[config.mk]
export PLATFORM = sky130hd
export DESIGN_NAME = data_mem_sequencer
export DESIGN_NICKNAME = d
export VERILOG_FILES = /design/src/rtl/mem_ctrl_pkg.sv /design/src/rtl/load_extend.sv /design/src/rtl/data_mem_sequencer.sv
export SDC_FILE = /design/constraint.sdc
export NUM_CORES = 1
export LEC_CHECK = 0
export BUFFER_PORTS_ARGS = -buffer_cell sky130_fd_sc_hd__buf_2
export CORE_MARGIN = 4
export CORE_UTILIZATION = 53
export CTS_CLUSTER_SIZE = 40
export DETAILED_ROUTE_END_ITERATION = 10
export GPL_ROUTABILITY_DRIVEN = 0
export PLACE_DENSITY = 0.8
export SLEW_MARGIN = 20
export SYNTH_ARGS = -nofsm -noshare
export SYNTH_HDL_FRONTEND = slang
export SYNTH_SLANG_ARGS = --single-unit
[constraint.sdc]
create_clock -name clock -period 2.8 [get_ports clock]
set_input_delay 0.56 -clock clock [delete_from_list [all_inputs] [get_ports clock]]
set_output_delay 0.56 -clock clock [all_outputs]
set_load 0.02 [all_outputs]
[src/rtl/mem_ctrl_pkg.sv]
// Shared definitions for the data-memory load/store sequencer: funct3 codes,
// FSM state encoding and access-size decode.
package mem_ctrl_pkg;

  localparam logic [2:0] F3_B  = 3'b000;
  localparam logic [2:0] F3_H  = 3'b001;
  localparam logic [2:0] F3_W  = 3'b010;
  localparam logic [2:0] F3_BU = 3'b100;
  localparam logic [2:0] F3_HU = 3'b101;

  typedef enum logic [2:0] {
    IDLE    = 3'd0,
    RD      = 3'd1,
    RD_TAIL = 3'd2,
    WR      = 3'd3,
    DONE    = 3'd4
  } state_t;

  // Byte count of an access; both 10 and 11 encodings are full words.
  function automatic logic [2:0] size_bytes(input logic [2:0] f3);
    case (f3[1:0])
      2'b00:   return 3'd1;
      2'b01:   return 3'd2;
      default: return 3'd4;
    endcase
  endfunction

endpackage

[src/rtl/load_extend.sv]
// Combinational load formatter: takes up to four little-endian bytes and
// size/sign-extends them to a 32-bit register value.
module load_extend
  import mem_ctrl_pkg::*;
(
  input  logic [3:0][7:0] bytes_in,
  input  logic [2:0]      func3,
  output logic [31:0]     data_out
);

  logic sx;

  always_comb begin
    sx       = 1'b0;
    data_out = bytes_in;
    case (func3)
      F3_B:  begin sx = bytes_in[0][7]; data_out = {{24{sx}}, bytes_in[0]}; end
      F3_BU: data_out = {24'h0, bytes_in[0]};
      F3_H:  begin sx = bytes_in[1][7]; data_out = {{16{sx}}, bytes_in[1], bytes_in[0]}; end
      F3_HU: data_out = {16'h0, bytes_in[1], bytes_in[0]};
      default: ;
    endcase
  end

endmodule

[src/rtl/data_mem_sequencer.sv]
// Serialises RV32 loads/stores into byte accesses on a byte-wide data memory,
// stalling the pipeline with busywait until the access completes.
module data_mem_sequencer
  import mem_ctrl_pkg::*;
#(
  parameter int ADDR_W = 8
) (
  input  logic              clock,
  input  logic              reset,
  input  logic              mem_read,
  input  logic              mem_write,
  input  logic [2:0]        func3,
  input  logic [31:0]       address,
  input  logic [31:0]       writedata,
  output logic [31:0]       readdata,
  output logic              busywait,
  output logic              dm_read,
  output logic              dm_write,
  output logic [ADDR_W-1:0] dm_addr,
  output logic [7:0]        dm_wdata,
  input  logic [7:0]        dm_rdata
);

  state_t          state, state_nxt;
  logic [2:0]      k, n;
  logic [ADDR_W-1:0] base;
  logic [2:0]      f3_q;
  logic [31:0]     wdata_q;
  logic [3:0][7:0] rbuf, rbuf_nxt;
  logic [31:0]     ext_data;
  logic            req_ok, last, cap_en;
  logic [1:0]      cap_idx;
  logic            unused_addr;

  assign unused_addr = ^address[31:ADDR_W];

  assign req_ok  = mem_read ^ mem_write;
  assign n       = size_bytes(f3_q);
  assign last    = (k == n - 3'd1);
  // Memory answers one cycle late, so the byte arriving now belongs to k-1.
  assign cap_en  = ((state == RD) && (k != 3'd0)) || (state == RD_TAIL);
  assign cap_idx = k[1:0] - 2'd1;

  always_comb begin
    rbuf_nxt = rbuf;
    if (cap_en) rbuf_nxt[cap_idx] = dm_rdata;
  end

  load_extend u_ext (
    .bytes_in (rbuf_nxt),
    .func3    (f3_q),
    .data_out (ext_data)
  );

  always_ff @(posedge clock) begin
    if (reset) begin
      state    <= IDLE;
      k        <= '0;
      base     <= '0;
      f3_q     <= '0;
      wdata_q  <= '0;
      rbuf     <= '0;
      readdata <= '0;
    end else begin
      state <= state_nxt;
      rbuf  <= rbuf_nxt;
      case (state)
        IDLE: if (req_ok) begin
          base    <= address[ADDR_W-1:0];
          f3_q    <= func3;
          wdata_q <= writedata;
          k       <= '0;
        end
        RD, WR:  k <= k + 3'd1;
        RD_TAIL: readdata <= ext_data;
        default: ;
      endcase
    end
  end

  always_comb begin
    state_nxt = state;
    busywait  = 1'b0;
    case (state)
      IDLE: begin
        busywait = req_ok;
        if (req_ok) state_nxt = mem_read ? RD : WR;
      end
      RD: begin
        busywait = 1'b1;
        if (last) state_nxt = RD_TAIL;
      end
      RD_TAIL: begin
        busywait  = 1'b1;
        state_nxt = DONE;
      end
      WR: begin
        busywait = 1'b1;
        if (last) state_nxt = DONE;
      end
      DONE:    state_nxt = IDLE;
      default: state_nxt = IDLE;
    endcase
  end

  assign dm_read  = (state == RD);
  assign dm_write = (state == WR);
  assign dm_addr  = base + ADDR_W'(k[1:0]);
  assign dm_wdata = wdata_q[{k[1:0], 3'b000} +: 8];

endmodule

==> run_results.csv <==
group,metric,value,unit
drt,wl_per_cell,15.19,um
drt,viasPerCell,5.435,
final_layout,n_fill_cell,761,
yosys,synth.distinct_cells,39,
drt,ant_nets,0,
timing,finalCriticalPeriod,2.658,ns
clock_tree,clock-root-buffer,"clkbuf_8",
clock_tree,clkLatencyLatePin,0.51,ns
setup_path,cp.arrival,2.10,ns
yosys,synth_seq_cells,113,
yosys,synthCells,552,
clock_tree,clk_path_buf_depth,2,
timing,post-route-period-util,0.9493,
drt,drtPass1Iterations,4,
drt,drt-total-wl,11710,um
setup_path,cp-start-kind,"flip-flop",
yosys,syn_nets,641,
timing,tns,0,ns
min_path,hold_class,"input pin to flip-flop",
final_layout,final_common_cell,"nand2_1",
final_layout,nNetsFinal,736,
die,rows,35,
global_routing,first_global_vias,4238,
yosys,yosys_warnings,0,
timing,worstMarginPinSlew,0.5245,ns
final_layout,area_growth,23.57,%
global_routing,grt_first_pass_wirelength,19660,um
global_routing,grt_overflow_total,0,
setup_path,crit_type,"flip-flop to output pin",
final_layout,mostFrequentLayoutCells,"nand2_1, dfxtp_1, buf_2, nor2_1, a21oi_1",
drt,route.detailed.drc,0,
clock_tree,post-cts-setup-buffers,0,
timing,rsz0062_at_grt,"false",
final_layout,layout-drive-gt1-share,0.2909,
timing,maxSlewHeadroom,0.6504,
global_routing,antenna_found_initial,0,
timing,setup_viol,0,
timing,fmax,0.3762,GHz
clock_tree,cts-htree-levels,4,
yosys,synth_area,0.004985,sq mm
placement,dp_hpwl,7724,um
die,start_util,0.5420,
final_layout,diodes,0,
power,power_leakage,2.628,nW
power,peakVddDrop,0.4603,mV
drt,vias,4190,
global_routing,grt_util_all_layers,0.2181,
yosys,synth_seq_area_share,0.4538,
run,cap_viol_max_count,0,
clock_tree,clk_pin_slew_worst_paths,0.06,ns
placement,portBuffers,105,
timing,fin_skew,0.007702,ns
setup_path,crit_path_end_kind,"output pin",
timing,hold_ws,0.2817,ns
die,die_area,0.01102,sq mm
die,io_pins,130,
timing,final-hold-violation-count,0,
timing,slew_violations,0,
drt,drt-initial-drc-count,155,
setup_path,cp.required,2.24,ns
power,total_power,5.241,mW
status,outcome,"complete, no violations",
die,core-area,0.009196,sq mm
setup_path,crit_path_max_fanout,5,
die,die_width,105.0,um
clock_tree,tritoncts,"yes",
global_routing,grt_max_degree,55,
die,die_h,105.0,um
clock_tree,numCtsBuffers,17,
power,p_per_area,850.8,mW/mm^2
clock_tree,cts_sinks,113,
yosys,synth.avg_cell_area,9.030,sq um
## critical path, stage by stage (launching register included)
cell and delay, ns:
dfxtp_1 0.36, ha_1 0.25, fa_1 0.39, and3_1 0.22, nand3_1 0.10, xnor2_1 0.11, buf_4 0.16
## timing repair
action / in CTS / in global routing
hold buffers: 0 / 0
endpoints found under the setup margin: 0 / 10
hold endpoints to repair: 0 / 0
resized for setup: 0 / 2
## metrics by stage
| stage | setup WS, ns | instances | area [sq um] | util |
|---|---|---|---|---|
| after global routing | 0.01405 | 771 | 6160 | 0.6698 |
| final | 0.1420 | 771 | 6160 | 0.6698 |
| after detailed placement | 0.2588 | 739 | 5558 | 0.6044 |
| after floorplan | 0.2915 | 552 | 4985 | - |
| after CTS | 0.08597 | 771 | 6156 | 0.6694 |
| after global placement | 0.3746 | 739 | 5558 | 0.6044 |
## Yosys cell counts, drive strengths merged
cell type  number  area (sq um)
a2111oi         1         8.760
a211oi         16         120.1
a21boi          9         67.57
a21oi          48         240.2
a311oi         16         165.2
and2            1         6.260
and2b           1         7.510
and3           10         62.56
and3b           2         17.52
buf            11         92.58
clkbuf         31         116.4
dfxtp         113          2262
fa              1         20.02
ha              9         112.6
inv             4         15.01
mux2           16         187.7
mux2i          25         250.2
mux4            8         180.2
nand2         114         427.9
nand2b          5         31.28
nand3           5         25.02
nand3b          1         20.02
nand4           1         6.260
nor2           65         244.0
nor2b           4         25.02
nor3            2         10.01
o21ai          10         57.56
o21ba           8         80.08
o31ai           1         7.510
or2             2         12.52
xnor2           7         61.31
xor2            5         43.79
## power by group
group	internal [mW]	total (mW)	switching (mW)
registers	1.81	1.93	0.121
clock network	1.36	2.16	0.793
logic	0.440	1.16	0.718
total	3.61	5.24	1.63
## metal layers
layer	up-vias	wire length, um	global-route usage
met3	10	962	0.08030
met5	-	0	0
met1	1957	4672	0.2583
li1	2088	-	-
met2	135	5964	0.3685
met4	0	110	0.06654
## cells by family (layout without fill, tap and decap cells)
family                     after synthesis  after routing  share of synthesized area
AOI/OAI and AO/OA                      109            109                     0.1499
and+or+nand+nor                        213            213                     0.1797
buffers and inverters                   46            154                    0.04493
muxes                                   49             49                     0.1240
xor gates and xnor gates                12             12                    0.02108
adders and majority gates               10             10                    0.02661
DFF                                    113            113                     0.4538
## final timing paths
kind | from | endpoint | slack [ns] | cells after the start
worst max register to register | k[1]$_SDFFE_PP0P_ | readdata[24]$_SDFFE_PP0P_ | 0.37 | 8
worst min register to register | wdata_q[21]$_SDFFE_PP0P_ | wdata_q[21]$_SDFFE_PP0P_ | 0.45 | 2
worst min-delay path | writedata[17] | wdata_q[17]$_SDFFE_PP0P_ | 0.28 | 3
worst max-delay path | k[0]$_SDFFE_PP0P_ | dm_addr[6] | 0.14 | 6
## layout make-up
| class | instances | area, sq um | area share |
|---|---|---|---|
| multi-input combinational | 393 | 2505 | 0.4067 |
| sequential | 113 | 2262 | 0.3673 |
| timing repair buffer | 118 | 640.6 | 0.1040 |
| clock buffer | 17 | 414.1 | 0.06724 |
| clock inverter | 15 | 183.9 | 0.02986 |
| tap | 111 | 138.9 | 0.02255 |
| inverter | 4 | 15.01 | 0.002438 |
## registers in the layout, summed over array words and instances, names as in the netlist
| name | flops |
|---|---|
| rbuf | 32 |
| k | 3 |
| wdata_q | 32 |
| readdata | 32 |
| f3_q | 3 |
| base | 8 |
| state | 3 |
(Power assumes the default switching activity.)
